===== src/rtl/flit_packetizer.sv =====
// flit_packetizer: network-interface transmitter that turns a packet descriptor
// plus a payload word stream into HEAD / BODY / TAIL flits for a router local
// input port. Payload is passed straight through with no buffering. Descriptors
// whose destination lies outside the mesh are dropped: their payload is
// drained and err_o pulses for one cycle.
module flit_packetizer #(
  parameter int FLIT_WIDTH = 34,
  parameter int N_VIRT_CHN = 3,
  parameter int X_WIDTH    = 2,
  parameter int Y_WIDTH    = 2,
  parameter int PKT_WIDTH  = 8,
  parameter int NOC_ROWS   = 2,
  parameter int NOC_COLS   = 2,
  localparam int VC_WIDTH  = (N_VIRT_CHN > 1) ? $clog2(N_VIRT_CHN) : 1
) (
  input  logic                  clk,
  input  logic                  arst,
  input  logic                  pkt_valid_i,
  output logic                  pkt_ready_o,
  input  logic [X_WIDTH-1:0]    pkt_x_i,
  input  logic [Y_WIDTH-1:0]    pkt_y_i,
  input  logic [VC_WIDTH-1:0]   pkt_vc_i,
  input  logic [PKT_WIDTH-1:0]  pkt_len_i,
  input  logic                  data_valid_i,
  output logic                  data_ready_o,
  input  logic [FLIT_WIDTH-3:0] data_i,
  output logic                  flit_valid_o,
  input  logic                  flit_ready_i,
  output logic [VC_WIDTH-1:0]   flit_vc_o,
  output logic [FLIT_WIDTH-1:0] flit_o,
  output logic                  err_o
);

  // Zero bits that fill the head flit below the routing fields.
  localparam int HEAD_PAD = FLIT_WIDTH - 2 - X_WIDTH - Y_WIDTH - PKT_WIDTH;

  localparam logic [1:0] TYPE_HEAD = 2'b00;
  localparam logic [1:0] TYPE_BODY = 2'b01;
  localparam logic [1:0] TYPE_TAIL = 2'b10;

  typedef enum logic [1:0] {
    IDLE,
    HEAD,
    PAYLOAD,
    DRAIN
  } state_t;

  state_t                state_q;
  state_t                state_d;
  logic [X_WIDTH-1:0]    x_q;
  logic [Y_WIDTH-1:0]    y_q;
  logic [VC_WIDTH-1:0]   vc_q;
  logic [PKT_WIDTH-1:0]  rem_q;
  logic [PKT_WIDTH-1:0]  rem_d;
  logic                  err_q;
  logic                  err_d;
  logic                  latch_desc;
  logic                  bad_dest;
  logic                  word_taken;
  logic [FLIT_WIDTH-1:0] head_flit;

  // A destination outside the mesh cannot be routed, so the packet is dropped.
  assign bad_dest = (int'(pkt_x_i) >= NOC_ROWS) || (int'(pkt_y_i) >= NOC_COLS);

  // rem still holds the full payload length while the head is on the wire.
  assign head_flit = {TYPE_HEAD, x_q, y_q, rem_q, {HEAD_PAD{1'b0}}};

  assign flit_vc_o = vc_q;
  assign err_o     = err_q;

  // State register; reset abandons any partial packet without emitting a tail.
  always_ff @(posedge clk) begin
    if (arst) begin
      state_q <= IDLE;
    end else begin
      state_q <= state_d;
    end
  end

  // Descriptor fields, remaining-word count and the one-cycle drop flag.
  always_ff @(posedge clk) begin
    if (arst) begin
      x_q   <= '0;
      y_q   <= '0;
      vc_q  <= '0;
      rem_q <= '0;
      err_q <= 1'b0;
    end else begin
      rem_q <= rem_d;
      err_q <= err_d;
      if (latch_desc) begin
        x_q  <= pkt_x_i;
        y_q  <= pkt_y_i;
        vc_q <= pkt_vc_i;
      end
    end
  end

  // Next-state and handshake logic; rem is only decremented when non-zero.
  always_comb begin
    state_d      = state_q;
    rem_d        = rem_q;
    err_d        = 1'b0;
    latch_desc   = 1'b0;
    word_taken   = 1'b0;
    pkt_ready_o  = 1'b0;
    data_ready_o = 1'b0;
    flit_valid_o = 1'b0;
    flit_o       = '0;
    case (state_q)
      IDLE: begin
        pkt_ready_o = 1'b1;
        if (pkt_valid_i) begin
          latch_desc = 1'b1;
          rem_d      = pkt_len_i;
          if (bad_dest) begin
            err_d   = 1'b1;
            state_d = (pkt_len_i != '0) ? DRAIN : IDLE;
          end else begin
            state_d = HEAD;
          end
        end
      end
      HEAD: begin
        flit_valid_o = 1'b1;
        flit_o       = head_flit;
        if (flit_ready_i) begin
          state_d = (rem_q == '0) ? IDLE : PAYLOAD;
        end
      end
      PAYLOAD: begin
        flit_valid_o = data_valid_i;
        data_ready_o = flit_ready_i;
        flit_o       = {(rem_q == PKT_WIDTH'(1)) ? TYPE_TAIL : TYPE_BODY, data_i};
        word_taken   = data_valid_i && flit_ready_i;
      end
      DRAIN: begin
        data_ready_o = 1'b1;
        word_taken   = data_valid_i;
      end
      default: begin
        state_d = IDLE;
      end
    endcase
    if (word_taken && (rem_q != '0)) begin
      rem_d = rem_q - PKT_WIDTH'(1);
      if (rem_q == PKT_WIDTH'(1)) begin
        state_d = IDLE;
      end
    end
  end

endmodule


===== config.mk =====
export PLATFORM = sky130hd
export DESIGN_NAME = flit_packetizer
export DESIGN_NICKNAME = d
export VERILOG_FILES = /design/src/rtl/flit_packetizer.sv
export SDC_FILE = /design/constraint.sdc
export NUM_CORES = 1
export LEC_CHECK = 0
export ABC_AREA = 1
export CORE_UTILIZATION = 38
export CTS_CLUSTER_DIAMETER = 200
export DETAILED_ROUTE_END_ITERATION = 10
export GPL_ROUTABILITY_DRIVEN = 0
export PLACE_DENSITY = 0.83
export SLEW_MARGIN = 20
export SYNTH_ARGS = -nofsm -noshare
export SYNTH_HDL_FRONTEND = slang
export SYNTH_SLANG_ARGS = --single-unit

===== constraint.sdc =====
create_clock -name clk -period 2.13 [get_ports clk]
set_clock_uncertainty 0.05 [all_clocks]
set_input_delay 0.426 -clock clk [delete_from_list [all_inputs] [get_ports clk]]
set_output_delay 0.426 -clock clk [all_outputs]
set_load 0.005 [all_outputs]

After elaboration in Yosys (flattened, before gate mapping). Cells that the tools add are included. Widths: inputs -> output; s select.

Bitwise logic cells: 2. Order comparisons: 2. Equality and inequality tests: 4. Add/sub/neg operators: 1. Multiplexer cells: 20. Reduce and logical (&&, ||, !) cells: 11.

Operator list (count): $pmux 34 s2 (1); $mux 8 (3); $mux 2 (8); $reduce_bool 8->1 (2); $eq 8x1->1 const B (1); $logic_not 8->1 (1); $sub 8x1->8 const B (1); $pmux 1 s2 (3); $eq 2x2->1 const B (2); $ge 2x2->1 const B (2); $mux 1 (4); $pmux 2 s2 (1); $reduce_bool 2->1 (2); $reduce_or 3->1 (1); $eq 2x1->1 const B (1); $logic_and 1x1->1 (2); $logic_not 2->1 (1); $not 1->1 (2); $reduce_and 2->1 (1); $logic_or 1x1->1 (1).

Bits in registers: 17. Bits of input ports: 51. Word-level logic and storage cells: 46.

Depth between registers and ports, before layout.
Word-level depth: 7. Gate-level depth with buffers: 12. Gate-level depth less buffers: 11.

Worst setup path after synthesis. No wires, ideal clock.

Path kind: reg2out. Start: register state_q[0]. End: output flit_o[21]. Buffers on the path: 2. Slack: 0.236 ns. Cell stages (with the launch flop): 7. Arrival: 1.418 ns. Path through: dfxtp_1 > inv_1 > ha_1 > clkbuf_1 > buf_1 > nand3_1 > o21ai_0.

Longest elaborated chain between the ends: 2. Elaborated cells between the ends (all ways): 3. Classes of those cells: 2 x eq/ne; 1 x mux.

RTL lines: start: declaration (RTL line 48) `state_t state_q;`; start signal: assignment (RTL line 76) `state_q <= state_d;`; $eq 2x2->1 / $eq 2x1->1 (equally long branches) (RTL line 110) `case (state_q)`; $pmux 34 s2 (*) (RTL line 110); end: declaration (RTL line 30) `output logic [FLIT_WIDTH-1:0] flit_o,`.

Mark *: on every way between the ends. The rest lies on a longest branch, timed or not.

Final worst setup path.
Start: register state_q[1]. End: output flit_o[2].

Same word-level chain as after synthesis.

==> results.sh <==
export IMPL_design_area_um2=2670
export IMPL_finalMaxSlewViolations=0
export IMPL_cap_violations=0
export IMPL_seq_area_frac_synth_pct=22.8
export IMPL_start_util_pct=40.2
export IMPL_synth_cell_types=24
export IMPL_avgSynthCellArea_um2=5.85
export IMPL_cts_buffer_depth=2
export IMPL_fp_row_count=22
export IMPL_hold_class="reg2reg"
export IMPL_ios=91
export IMPL_slowest_stage="clkdlybuf4s50_1"
export IMPL_grtUsageTotal_pct=23.2
export IMPL_end_kind="primary output"
export IMPL_yosys_most_used_dff="dfxtp_1"
export IMPL_met2_usage_pct=43.0
export IMPL_required_ns=1.65
export IMPL_cp_startpoint="state_q[1]$_SDFF_PP0_"
export IMPL_status="complete, no violations"
export IMPL_timing_rr_start="state_q[1]$_SDFF_PP0_"
export IMPL_clock_sinks=17
export IMPL_cts_hold_buf=0
export IMPL_nNetsFinal=417
export IMPL_cts_tree="built"
export IMPL_path_class="reg2out"
export IMPL_root_buffer="clkbuf_8"
export IMPL_clk_pin_slew_ns=0.06
export IMPL_grt_pass1_vias=1782
export IMPL_io_buffers=90
export IMPL_synth_edff_count=0
export IMPL_grt_antenna_before_repair=0
export IMPL_cp_cell_sequence="buf_4, ha_4, buf_16, nand2_1, inv_1, clkdlybuf4s50_1"
export IMPL_crit_buf_inv=4
export IMPL_grt_max_degree=16
export IMPL_worstHoldStart="flit_vc_o[0]$_SDFFE_PP0P_"
export IMPL_syn_num_nets=313
export IMPL_wl_um=4690
export IMPL_worstPathMaxFanout=10
export IMPL_wl_per_cell_um=11.6
export IMPL_hpwl_um=3600
export IMPL_clk_latency_ns=0.25
export IMPL_ys_ff_latch=17
export IMPL_total_power_uw=1860
export IMPL_die_h_um=64.7
export IMPL_cp_start_kind="register"
export IMPL_routed_via_density=4.75
export IMPL_grt_util_met3_pct=4.40
export IMPL_clock_fmax_mhz=485
export IMPL_cpLargestDelayFamily="buffers and inverters"
export IMPL_ys_warn_count=0
export IMPL_dr_first_iter_drc_count=55
export IMPL_die_area_um2=4180
export IMPL_vias=1929
export IMPL_rsz0062_at_grt="false"
export IMPL_drive_gt1_share_pct=14.0
export IMPL_finalCritPeriodShare_pct=96.8
export IMPL_grt_ovfl_total=0
export IMPL_vdd_ir_drop_max_mv=0.399
export IMPL_netlist_area_um2=1490
export IMPL_slowest_delay_ns=0.48
export IMPL_grt_util_met1_pct=25.7
export IMPL_cp_arrival_ns=1.59
export IMPL_core_area_um2=3720
export IMPL_powerDensity_nw_per_um2=699
export IMPL_finalCriticalPeriod_ns=2.06
export IMPL_grt_busiest_layer="met2"
export IMPL_drt_pre_antenna_iters=4
export IMPL_syn_inst=255
export IMPL_leakage_uw=0.00153
export IMPL_nFillCells=311
export IMPL_cts_buffers=3
export IMPL_final_antenna_net_count=0
export IMPL_grt_pass1_wl_um=7660
export IMPL_diodes=0
export IMPL_tightest_slew_ns=0.302
export IMPL_hold_violations=0
export IMPL_final_common_cell="nand2_1"
export IMPL_mostFrequentLayoutCells="75 x nand2_1, 63 x clkdlybuf4s50_1, 41 x inv_1"
export IMPL_setup_viol=0
export IMPL_fp_dieW_um=64.7
export IMPL_htreeDepth=1
export IMPL_maxSlewHeadroom_pct=79.9
export IMPL_syn_to_final_growth_pct=78.8
export IMPL_drc=0
export IMPL_place_area_um2=2490
export IMPL_ys_async_sr_fraction_pct=0
export IMPL_final_core_util_pct=71.8
sequential cells by signal, summed over array words and instances, names as in the netlist:
name and count:
state_q 2, rem_q 8, err_o 1, x_q 2
flit_vc_o 2, y_q 2
synthesized netlist by cell type, types with 3 or more instances:
cell       n  area share (%)
dfxtp_1   17              23
a21oi_2    5             2.9
o21ai_0   22             7.4
nand3_1   21             7.0
nor3_1     3             1.0
a21oi_1    8             2.7
inv_1     43              11
ha_1       7             5.9
nor2_1    30             7.5
clkbuf_1   4             1.0
nand2_1   76              19
area by class of cell:
type | instances | area, um^2 | share of cell area [%]
clock buffer | 3 | 41.3 | 1.55
clock inverter | 1 | 5.00 | 0.188
inverter | 45 | 171 | 6.42
multi-input combinational | 185 | 970 | 36.3
sequential | 17 | 343 | 12.8
tap | 48 | 60.1 | 2.25
timing repair buffer | 107 | 1080 | 40.4
power breakdown:
group | internal (uW) | switching [uW]
combinational | 597 | 591
sequential | 378 | 58.1
clock | 130 | 111
total | 1100 | 760
what timing repair did:
action | 4_1_cts | 5_1_grt
endpoints found under the hold margin | 0 | 0
setup buffers | 3 | 1
gates cloned | 1 | 0
pin swaps | 1 | 0
resized for setup | 34 | 23
setup endpoints to repair | 36 | 18
worst min-delay path: stages (launching register included):
cell and delay, ns:
dfxtp_1 0.33, nor2_1 0.05, nor2_1 0.08
final timing paths:
kind	end	slack, ns	depth (start not counted)
hold / removal	flit_vc_o[0]$_SDFFE_PP0P_	0.44	2
setup / recovery	flit_o[2]	0.07	6
setup reg to reg	rem_q[3]$_SDFFE_PP0P_	0.47	11
hold reg to reg	flit_vc_o[0]$_SDFFE_PP0P_	0.44	2
per-layer routing:
layer	vias up	routed length, um
met3	9	444
met2	104	2270
met5	-	0
met1	827	1900
met4	0	82
li1	989	-
through the flow:
| stage | instances | hold WS (ns) | setup slack (ns) | setup TNS [ns] |
|---|---|---|---|---|
| detailed placement | 397 | 0.423 | -0.0473 | -0.153 |
| global placement | 397 | 0.398 | 0.0105 | 0 |
| global route | 406 | 0.465 | 0.00104 | 0 |
| CTS | 405 | 0.434 | 0.0289 | 0 |
| floorplan | 255 | 0.384 | 0.236 | 0 |
| finish | 406 | 0.437 | 0.0679 | 0 |
cells by family (layout without fill, tap and decap cells):
logic type                 after synthesis  count (layout)  share of synthesized area (%)
and+or+nand+nor                        140             140                           41.7
buffers and inverters                   53             156                           14.6
adders and majority gates                7               7                           5.87
xor gates and xnor gates                 1               1                          0.587
AOI/OAI and AO/OA                       37              37                           14.4
DFF                                     17              17                           22.8
Note: power is estimated with default switching activity, not from simulation.
